**src/rtl/dice_result_display.sv**
```systemverilog
// Result latch and pip display for the electronic dice.
// Tracks each roll, waits out button bounce, then shows the face and keeps stats.
module dice_result_display #(
  parameter int SETTLE_CYC = 4,
  parameter int BLINK_DIV  = 8,
  parameter int CNT_W      = 8,
  parameter int SUM_W      = 10
) (
  input  logic             clk,
  input  logic             rst,
  input  logic             button,
  input  logic [2:0]       throw,
  output logic [2:0]       result,
  output logic             result_valid,
  output logic [6:0]       pips,
  output logic             rolling,
  output logic [CNT_W-1:0] roll_count,
  output logic [SUM_W-1:0] score_sum,
  output logic             repeat_face,
  output logic             bad_throw
);

  localparam int SW = (SETTLE_CYC > 1) ? $clog2(SETTLE_CYC) : 1;
  localparam int BW = (BLINK_DIV > 1) ? $clog2(BLINK_DIV) : 1;

  typedef enum logic [1:0] {
    S_IDLE,
    S_ROLLING,
    S_SETTLE,
    S_SHOW
  } state_t;

  state_t           r_state;
  logic [SW-1:0]    r_settle;
  logic [BW-1:0]    r_blink;
  logic             r_phase;
  logic [2:0]       r_result;
  logic             r_valid;
  logic [6:0]       r_pips;
  logic             r_rolling;
  logic [CNT_W-1:0] r_count;
  logic [SUM_W-1:0] r_sum;
  logic             r_repeat;
  logic             r_bad;

  state_t           w_state;
  logic [SW-1:0]    w_settle;
  logic [BW-1:0]    w_blink;
  logic             w_phase;
  logic [2:0]       w_result;
  logic             w_valid;
  logic [6:0]       w_pips;
  logic             w_rolling;
  logic [CNT_W-1:0] w_count;
  logic [SUM_W-1:0] w_sum;
  logic             w_repeat;
  logic             w_bad;

  logic [SUM_W:0]   w_sum_ext;
  logic             w_legal;
  logic             w_wrap;
  logic [BW-1:0]    w_blink_adv;
  logic             w_phase_adv;

  function automatic logic [6:0] decode(input logic [2:0] f);
    logic [6:0] p;
    p = 7'b0000000;
    unique case (f)
      3'd1:    p = 7'b0001000;
      3'd2:    p = 7'b1000001;
      3'd3:    p = 7'b1001001;
      3'd4:    p = 7'b1100011;
      3'd5:    p = 7'b1101011;
      3'd6:    p = 7'b1110111;
      default: p = 7'b0000000;
    endcase
    return p;
  endfunction

  assign w_sum_ext   = {1'b0, r_sum} + (SUM_W+1)'(throw);
  assign w_legal     = (throw != 3'd0) && (throw != 3'd7);
  assign w_wrap      = (r_blink == BW'(BLINK_DIV-1));
  assign w_blink_adv = w_wrap ? '0 : r_blink + BW'(1);
  assign w_phase_adv = w_wrap ? ~r_phase : r_phase;

  always_comb begin
    w_state  = r_state;
    w_settle = r_settle;
    w_blink  = r_blink;
    w_phase  = r_phase;
    w_result = r_result;
    w_valid  = 1'b0;
    w_count  = r_count;
    w_sum    = r_sum;
    w_repeat = 1'b0;
    w_bad    = r_bad;
    unique case (r_state)
      S_IDLE, S_SHOW: begin
        if (button) begin
          w_state = S_ROLLING;
          w_blink = '0;
          w_phase = 1'b1;
        end
      end
      S_ROLLING: begin
        w_blink = w_blink_adv;
        w_phase = w_phase_adv;
        if (!button) begin
          w_state  = S_SETTLE;
          w_settle = SW'(SETTLE_CYC-1);
        end
      end
      S_SETTLE: begin
        w_blink = w_blink_adv;
        w_phase = w_phase_adv;
        if (button) begin
          w_state = S_ROLLING;
        end else if (r_settle == '0) begin
          if (w_legal) begin
            w_result = throw;
            w_valid  = 1'b1;
            w_count  = r_count + CNT_W'(1);
            w_sum    = w_sum_ext[SUM_W] ? '1 : w_sum_ext[SUM_W-1:0];
            w_repeat = (throw == r_result) && (r_result != 3'd0);
            w_state  = S_SHOW;
          end else begin
            w_bad   = 1'b1;
            w_state = (r_result != 3'd0) ? S_SHOW : S_IDLE;
          end
        end else begin
          w_settle = r_settle - SW'(1);
        end
      end
      default: w_state = S_IDLE;
    endcase
  end

  // Outputs are derived from the next state so they register alongside it.
  always_comb begin
    w_pips    = 7'b0000000;
    w_rolling = 1'b0;
    unique case (w_state)
      S_ROLLING, S_SETTLE: begin
        w_rolling = 1'b1;
        w_pips    = w_phase ? 7'h7F : 7'h00;
      end
      S_SHOW:  w_pips = decode(w_result);
      default: w_pips = 7'b0000000;
    endcase
  end

  always_ff @(posedge clk) begin
    if (rst) begin
      r_state   <= S_IDLE;
      r_settle  <= '0;
      r_blink   <= '0;
      r_phase   <= 1'b0;
      r_result  <= 3'd0;
      r_valid   <= 1'b0;
      r_pips    <= 7'd0;
      r_rolling <= 1'b0;
      r_count   <= '0;
      r_sum     <= '0;
      r_repeat  <= 1'b0;
      r_bad     <= 1'b0;
    end else begin
      r_state   <= w_state;
      r_settle  <= w_settle;
      r_blink   <= w_blink;
      r_phase   <= w_phase;
      r_result  <= w_result;
      r_valid   <= w_valid;
      r_pips    <= w_pips;
      r_rolling <= w_rolling;
      r_count   <= w_count;
      r_sum     <= w_sum;
      r_repeat  <= w_repeat;
      r_bad     <= w_bad;
    end
  end

  assign result       = r_result;
  assign result_valid = r_valid;
  assign pips         = r_pips;
  assign rolling      = r_rolling;
  assign roll_count   = r_count;
  assign score_sum    = r_sum;
  assign repeat_face  = r_repeat;
  assign bad_throw    = r_bad;

endmodule

```
**config.mk**
```make
export PLATFORM = sky130hd
export DESIGN_NAME = dice_result_display
export DESIGN_NICKNAME = d
export VERILOG_FILES = /design/src/rtl/dice_result_display.sv
export SDC_FILE = /design/constraint.sdc
export NUM_CORES = 1
export LEC_CHECK = 0
export BUFFER_PORTS_ARGS = -buffer_cell sky130_fd_sc_hd__buf_2
export CAP_MARGIN = 20
export CORE_UTILIZATION = 55
export CTS_BUF_LIST = sky130_fd_sc_hd__clkbuf_4 sky130_fd_sc_hd__clkbuf_8 sky130_fd_sc_hd__clkbuf_16
export CTS_CLUSTER_SIZE = 16
export DETAILED_ROUTE_END_ITERATION = 8
export PLACE_DENSITY = 0.79
export SLEW_MARGIN = 20
export SYNTH_ARGS = -nofsm -noshare
export SYNTH_HDL_FRONTEND = slang
export SYNTH_SLANG_ARGS = --single-unit
```
**constraint.sdc**
```tcl
create_clock -name clk -period 5.64 [get_ports clk]
set_input_delay 1.128 -clock clk [delete_from_list [all_inputs] [get_ports clk]]
set_output_delay 1.128 -clock clk [all_outputs]
set_load 0.005 [all_outputs]
```
=== Word level (Yosys, flattened, before mapping) ===
Index checks and enable logic that the tools add are counted.

* Memory bits (read-only): 0
* Latch bits: 0
* Output and inout bits: 32
* Logic and storage cells: 82
* Memory bits (writable): 0
* Register bits: 40
* Memories kept: 0

* $lt $le $gt $ge: 0
* Shift-type cells: 0
* Reduce and logical (&&, ||, !) cells: 15
* Divide/modulo/power cells: 0
* Multiply operators: 0
* Bitwise logic cells: 5
* Muxes and demuxes: 27
* Equal/unequal tests: 19
* Add/sub/neg operators: 4

{| class="wikitable"
|+ Operators with widths
! kind !! number
|-
| case mux 7 bit (6 select lines) || 1
|-
| 2-to-1 mux 2 bit || 9
|-
| 2-to-1 mux 3 bit || 6
|-
| case mux 7 bit (2 select lines) || 1
|-
| equality test 3 bit (second input constant) || 4
|-
| AND reduction 4 bit || 3
|-
| adder 10 x 3 -> 11 bit || 1
|-
| 2-to-1 mux 10 bit || 1
|-
| adder 8 x 1 -> 8 bit (second input constant) || 1
|-
| equality test 2 bit (second input constant) || 4
|-
| inequality test 2 bit (second input constant) || 4
|-
| 2-to-1 mux 7 bit || 1
|-
| equality test 3 x 2 -> 1 bit (second input constant) || 2
|-
| case mux 2 bit (3 select lines) || 1
|-
| case mux 3 bit (2 select lines) || 1
|-
| nonzero test 3 bit || 2
|-
| OR reduction 2 bit || 3
|-
| NOT 1 bit || 5
|-
| OR reduction 5 bit || 1
|-
| equality test 2 x 1 -> 1 bit (second input constant) || 2
|-
| logical NOT 2 bit || 2
|-
| 2-to-1 mux 1 bit || 4
|-
| case mux 2 bit (2 select lines) || 1
|-
| OR reduction 4 bit || 1
|-
| other kinds (8) || 9
|}

=== Logic depth before layout (Yosys ltp) ===
Gate-level depths: netlist (run 1).

* Word-level depth: 9
* Gate-level depth with buffers: 12
* Gate-level depth less buffers: 11

=== Worst setup path before layout (run 1) ===
OpenSTA, ideal clock, no wires.

* Path kind: input port to flip-flop
* Start point: input port throw[1]
* End point: register r_pips[5] (netlist: pips[5])
* Path slack: 2857 ps
* Buffers on the path: 0
* Library setup time: 131 ps
* Stages on the path: 9
* Data arrival time: 2652 ps
* Required time: 5509 ps
* Cells stage by stage: or3_1 a21oi_1 nor2_1 o32ai_2 ha_1 inv_1 nor2_1 a31oi_1 nor3_1

* Word-level cells in the longest chain between the ends: 9
* Elaborated cells between the ends (all ways): 23
* Those cells by class: eq/ne (10); mux (10); reduce/logical (3)

{| class="wikitable"
|+ RTL lines
! item !! RTL line !! text
|-
| start: declaration || 12 || <nowiki>input logic [2:0] throw,</nowiki>
|-
| inequality test 3 bit / nonzero test 3 bit (equally long branches) || 81 || <nowiki>assign w_legal = (throw != 3'd0) && (throw != 3'd7);</nowiki>
|-
| logical AND 1 bit || 81 ||
|-
| 2-to-1 mux 3 bit / 2-to-1 mux 2 bit (equally long branches) || 119 || <nowiki>if (w_legal) begin</nowiki>
|-
| 2-to-1 mux 3 bit / 2-to-1 mux 2 bit (equally long branches) || 118 || <nowiki>end else if (r_settle == '0) begin</nowiki>
|-
| 2-to-1 mux 3 bit / 2-to-1 mux 2 bit (equally long branches) || 116 || <nowiki>if (button) begin</nowiki>
|-
| 2-to-1 mux 3 bit / case mux 2 bit (3 select lines) (equally long branches) || 97 || <nowiki>unique case (r_state)</nowiki>
|-
| equality test 3 bit, or another cell as far along || 68 || <nowiki>unique case (f)</nowiki>
|-
| case mux 7 bit (6 select lines) / OR reduction 2 bit (equally long branches) || 68, 142 ||
|-
| case mux 7 bit (2 select lines) * || 142 || <nowiki>unique case (w_state)</nowiki>
|-
| end signal: assignment || 173 || <nowiki>r_pips <= w_pips;</nowiki>
|-
| end: declaration || 39 || <nowiki>logic [6:0] r_pips;</nowiki>
|}

Mark *: on every way between the ends. The rest lies on a longest branch, timed or not.
A chain may end at the register's enable or synchronous reset.

=== Final worst setup path (run 1) ===
* Start point: input port throw[1]
* End point: register r_pips[4] (netlist: pips[4])

Same word-level chain as after synthesis.

==> results of run 1 <==
## cells by family after synthesis
group	share of synthesized area
simple gates	0.244
compound gates	0.174
flops	0.364
buf+inv	0.0700
xor+xnor	0.0602
fa+ha+maj	0.0774
mux	0.00983
## power by group through the flow
stage	Clock [uW]	Sequential, uW	Combinational (uW)
2_1_floorplan	0	326	282
3_3_place_gp	0	328	331
3_5_place_dp	0	329	339
4_1_cts	193	324	342
5_1_grt	205	329	396
6_report	190	324	343
## Yosys cell counts (2+ instances only)
library cell and instances:
nor2b_1 4, buf_4 4, ha_1 11, o211a_1 3
nor3_1 8, dfxtp_1 37, a21oi_1 16, mux2i_1 2
buf_6 2, xnor2_1 8, a311oi_1 2, nand4_1 2
nor3_2 2, clkbuf_1 6, a31oi_1 8, o21ai_0 16
nand3_1 9, and3_1 4, nand2b_1 3, nand2_1 15
inv_1 13, and4b_1 2, xor2_1 6, buf_2 3
nor2_1 29, nand3b_1 2
## flip-flops by register name, indices dropped and copies added, names as in the netlist
signal and cells:
r_blink 3, score_sum 10, r_state 2, rolling 1
result_valid 1, repeat_face 1, pips 4, roll_count 8
r_phase 1, bad_throw 1, result 3, r_settle 2
## worst paths after layout
| check | end | slack [ps] | cells past startpoint |
|---|---|---|---|
| worst max-delay path | pips[4] | 2770 | 10 |
| worst min-delay path | r_blink[1] | 470 | 2 |
| worst max register to register | pips[4] | 3200 | 11 |
| worst min register to register | r_blink[1] | 470 | 2 |
## cell type report
cell class	count	area, sq um
clock buffer	8	91.3
tap	46	57.6
multi-input combinational	174	1150
sequential	37	741
timing repair buffer	37	185
fill	298	1160
inverter	13	48.8
## stage by stage
step / area (sq um) / instances
2_1_floorplan: 2040 / 240
3_3_place_gp: 2190 / 307
3_5_place_dp: 2190 / 307
4_1_cts: 2280 / 315
5_1_grt: 2280 / 315
6_report: 2280 / 315
## layer usage
layer,share of wire,GRT usage,vias to the layer above
met1,0.48,0.274,815
met5,0,0,-
li1,-,-,897
met3,0.058,0.0584,7
met4,0.018,0.119,0
met2,0.44,0.352,61
## critical path, cell delays in order
cell and delay (ps):
buf_2 170, or3_1 500, a21oi_1 220, nor2_1 80, o32ai_2 290, ha_1 290, inv_1 70, nor2_1 70
a31oi_1 150, nor3_1 60
==> flow_summary.json, run 1 <==
{
  "outcome": "finished, final reports clean",
  "ys_seq_elements": 37,
  "cts-root-buf": "clkbuf_8",
  "grt_setup_unrepaired": "no",
  "final-setup-viol-count": 0,
  "initial_utilization": 0.592,
  "num_antenna_cells": 0,
  "dieHeight_um": 62.9,
  "power.internal_uw": 543,
  "cts.sinks": 37,
  "ys_warn_count": 0,
  "hold_path_class": "reg2reg",
  "synth_cells": 240,
  "cts_setup_buffers": 0,
  "path_class": "in2reg",
  "drt_iter0_markers": 97,
  "dp_hpwl_mm": 2.78,
  "layout_common_cells": "37 x dfxtp_1, 37 x buf_2, 29 x nor2_1, 16 x a21oi_1, 16 x o21ai_0",
  "power_uw": 857,
  "async_flop_share": 0,
  "port_buffers": 37,
  "r2r-start": "r_settle[0]",
  "cts_buffer_depth": 2,
  "clkPwrFrac": 0.221,
  "cts_hold_buf": 0,
  "worstSkewPairLatency_ps": 300,
  "p_sw_frac": 0.367,
  "grt_first_pass_wirelength_mm": 6.95,
  "drive_above_1_share": 0.193,
  "overflow": 0,
  "startpoint": "throw[1]",
  "synth-edff-count": 0,
  "dr.pass1.iters": 4,
  "fin_setup_tns_ps": 0,
  "nets": 286,
  "synthToLayoutAreaGrowth_pct": 11.8,
  "io_pins": 38,
  "combPwrFrac": 0.401,
  "ant_nets": 0,
  "synth_cell_types": 49,
  "syn_area_sq_um": 2040,
  "track_usage": 0.222,
  "wl_mm": 4.05,
  "startpoint_type": "input port",
  "hp-start": "r_blink[1]",
  "synth_flop_cell": "dfxtp_1",
  "p_leak_uw": 0.00101,
  "power_frac_seq": 0.378,
  "cts.reportedPaths.clkPinSlew_ps": 70,
  "pwr_density_cell_nw_per_um2": 376,
  "routedWlPerCell_um": 12.9,
  "ys_top_cells_by_area": "dfxtp_1 36%, ha_1 6.8%, nor2_1 5.3%",
  "synth_nets": 258,
  "cts_buffers": 5,
  "synth_top_area_share": 0.364,
  "grt_pass1_vias": 1587,
  "coreArea_sq_um": 3440,
  "max_freq_ghz": 0.348,
  "clock_skew_ps": 7.40,
  "slew_headroom": 0.542,
  "slew_violations": 0,
  "antenna_found_initial": 0,
  "setup_ws_ps": 2770,
  "hold_violations": 0,
  "final_util": 0.662,
  "via_count": 1780,
  "syn-mean-instance-area_sq_um": 8.49,
  "via_per_inst": 5.65,
  "ir_drop_uv": 269,
  "fin_crit_ps": 2870,
  "routabilityCongestion": 0.831,
  "cts_tree": "built",
  "fp-row-count": 21,
  "die-area_sq_um": 3950,
  "synth-seq-area-share": 0.364,
  "synth_area_leader_cell": "dfxtp_1",
  "fin_crit_sh": 0.510,
  "die_x_um": 62.9,
  "max-cap-violations": 0,
  "timing.hold.ws_ps": 475,
  "crit_required_ps": 5790,
  "p_sw_uw": 314,
  "htree_levels": 2,
  "arrival_ps": 3030,
  "cp_max_fo": 13,
  "end_kind": "flop",
  "pre_cts_ws_ps": 2490,
  "grt_start_max_net_pins": 37,
  "tightest_slew_ps": 686,
  "drc": 0,
  "cts_resized": 0
}
(Power assumes the default switching activity.)
==> run 2, diff against run 1 <==
Clock period 5.64 ns to 2.9 ns, I/O delays scaled along.
==> flow_summary.json, run 2 (synthesis gave the netlist of run 1 again) <==
{
  "outcome": "finished, final reports clean",
  "routabilityCongestion": 0.831,
  "fp-row-count": 21,
  "hold_path_class": "reg2reg",
  "grt_first_pass_wirelength_mm": 6.78,
  "coreArea_sq_um": 3440,
  "cts_resized": 0,
  "cts_setup_buffers": 0,
  "nets": 286,
  "worstSkewPairLatency_ps": 290,
  "clock_skew_ps": 3.75,
  "multiInputGateArea_sq_um": 1150,
  "end_kind": "flop",
  "num_antenna_cells": 0,
  "cts.sinks": 37,
  "startpoint_type": "flop",
  "htree_levels": 2,
  "max_stage_delay_ps": 450,
  "die_x_um": 62.9,
  "crit_family": "compound AO/OA/AOI/OAI gates",
  "r2r-start": "r_settle[0]",
  "ant_nets": 0,
  "max_freq_ghz": 0.416,
  "startpoint": "r_settle[0]",
  "via_per_inst": 5.64,
  "hold_depth": 2,
  "final-setup-viol-count": 0,
  "routedWlPerCell_um": 12.7,
  "pwr_density_cell_nw_per_um2": 727,
  "reg2reg_to": "pips[3]",
  "grt_setup_unrepaired": "no",
  "setup_ws_ps": 499,
  "grt_pass1_vias": 1565,
  "stdcell_area_sq_um": 2280,
  "cp_num_buf_inv": 2,
  "hold_violations": 0,
  "fin_crit_ps": 2400,
  "cts_buffer_depth": 2,
  "drive_above_1_share": 0.190,
  "cp_slowest_cell": "or4b_1",
  "fin_setup_tns_ps": 0,
  "initial_utilization": 0.592,
  "arrival_ps": 2590,
  "layout_common_cells": "37 x dfxtp_1, 37 x buf_2, 29 x nor2_1, 16 x a21oi_1, 16 x o21ai_0",
  "path_cells": "inv_1, ha_1, or4b_1, a21oi_1, nor2_1, o32ai_2, inv_1, ha_1, o21ai_0, a311oi_1, o21a_1",
  "slew_headroom": 0.556,
  "crit_required_ps": 3080,
  "drc": 0,
  "place_area_sq_um": 2190,
  "cts_hold_buf": 0,
  "synthToLayoutAreaGrowth_pct": 11.7,
  "r2r_slack_ps": 500,
  "pre_cts_ws_ps": 291,
  "cts_tree": "built",
  "io_pins": 38,
  "timing.hold.ws_ps": 472,
  "cts-root-buf": "clkbuf_8",
  "regArea_sq_um": 741,
  "dr.pass1.iters": 4,
  "power_uw": 1650,
  "hp-start": "r_blink[1]",
  "tightest_slew_ps": 666,
  "fin_crit_sh": 0.828,
  "cts.reportedPaths.clkPinSlew_ps": 60,
  "r2r_cells": 11,
  "fillers": 299,
  "track_usage": 0.219,
  "dieHeight_um": 62.9,
  "overflow": 0,
  "slew_violations": 0,
  "path_class": "reg2reg",
  "ir_drop_uv": 490,
  "largest_register_ffs": 10,
  "cp_max_fo": 7,
  "wl_mm": 3.99,
  "die-area_sq_um": 3950,
  "port_buffers": 37,
  "dp_hpwl_mm": 2.80,
  "drt_iter0_markers": 69,
  "p_leak_uw": 0.00101,
  "via_count": 1771,
  "cts_buffers": 5,
  "grt_start_max_net_pins": 37,
  "holdPathEnd": "r_blink[1]",
  "antenna_found_initial": 0,
  "max-cap-violations": 0
}
## run 2: changes by cell type in the layout (fill, tap and decap cells not counted)
cell,change
clkbuf_4,-2
clkbuf_8,+1
## run 2: worst max path at each step
stage	to	slack [ps]	depth (start not counted)
2_1_floorplan	pips[5]	670	9
3_3_place_gp	pips[5]	360	10
3_5_place_dp	score_sum[2]	290	9
4_1_cts	pips[3]	490	11
5_1_grt	pips[4]	270	11
6_report	pips[3]	500	11
## run 2: metal layers
metal | global-route usage | part of all wire | routed length, um
met5 | 0 | 0 | 0
met4 | 0.122 | 0.022 | 86
met3 | 0.0493 | 0.041 | 164
met1 | 0.270 | 0.49 | 1960
met2 | 0.352 | 0.45 | 1780
## run 2: cell type report
class                           instances  share of cell area
Timing Repair Buffer                   37              0.0814
Multi-Input combinational cell        174               0.507
Inverter                               13              0.0214
Tap cell                               46              0.0253
Clock buffer                            7              0.0396
Sequential cell                        37               0.325
## run 2: where the power goes
group	switching, uW	total (uW)	internal [uW]
clock network	169	367	198
logic	382	657	275
registers	49.6	630	581
total	601	1650	1050
## run 2: per-stage QoR
stage           util  cells
6_report       0.661    314
5_1_grt        0.661    314
4_1_cts        0.661    314
3_5_place_dp   0.635    307
3_3_place_gp   0.635    307
2_1_floorplan      -    240
## run 2: worst min-delay path, delay by kind of cell (launching register included)
kind,cells,cell delay (ps)
AO/OA/AOI/OAI,1,60
AND/OR/NAND/NOR,1,60
flip-flops,1,310
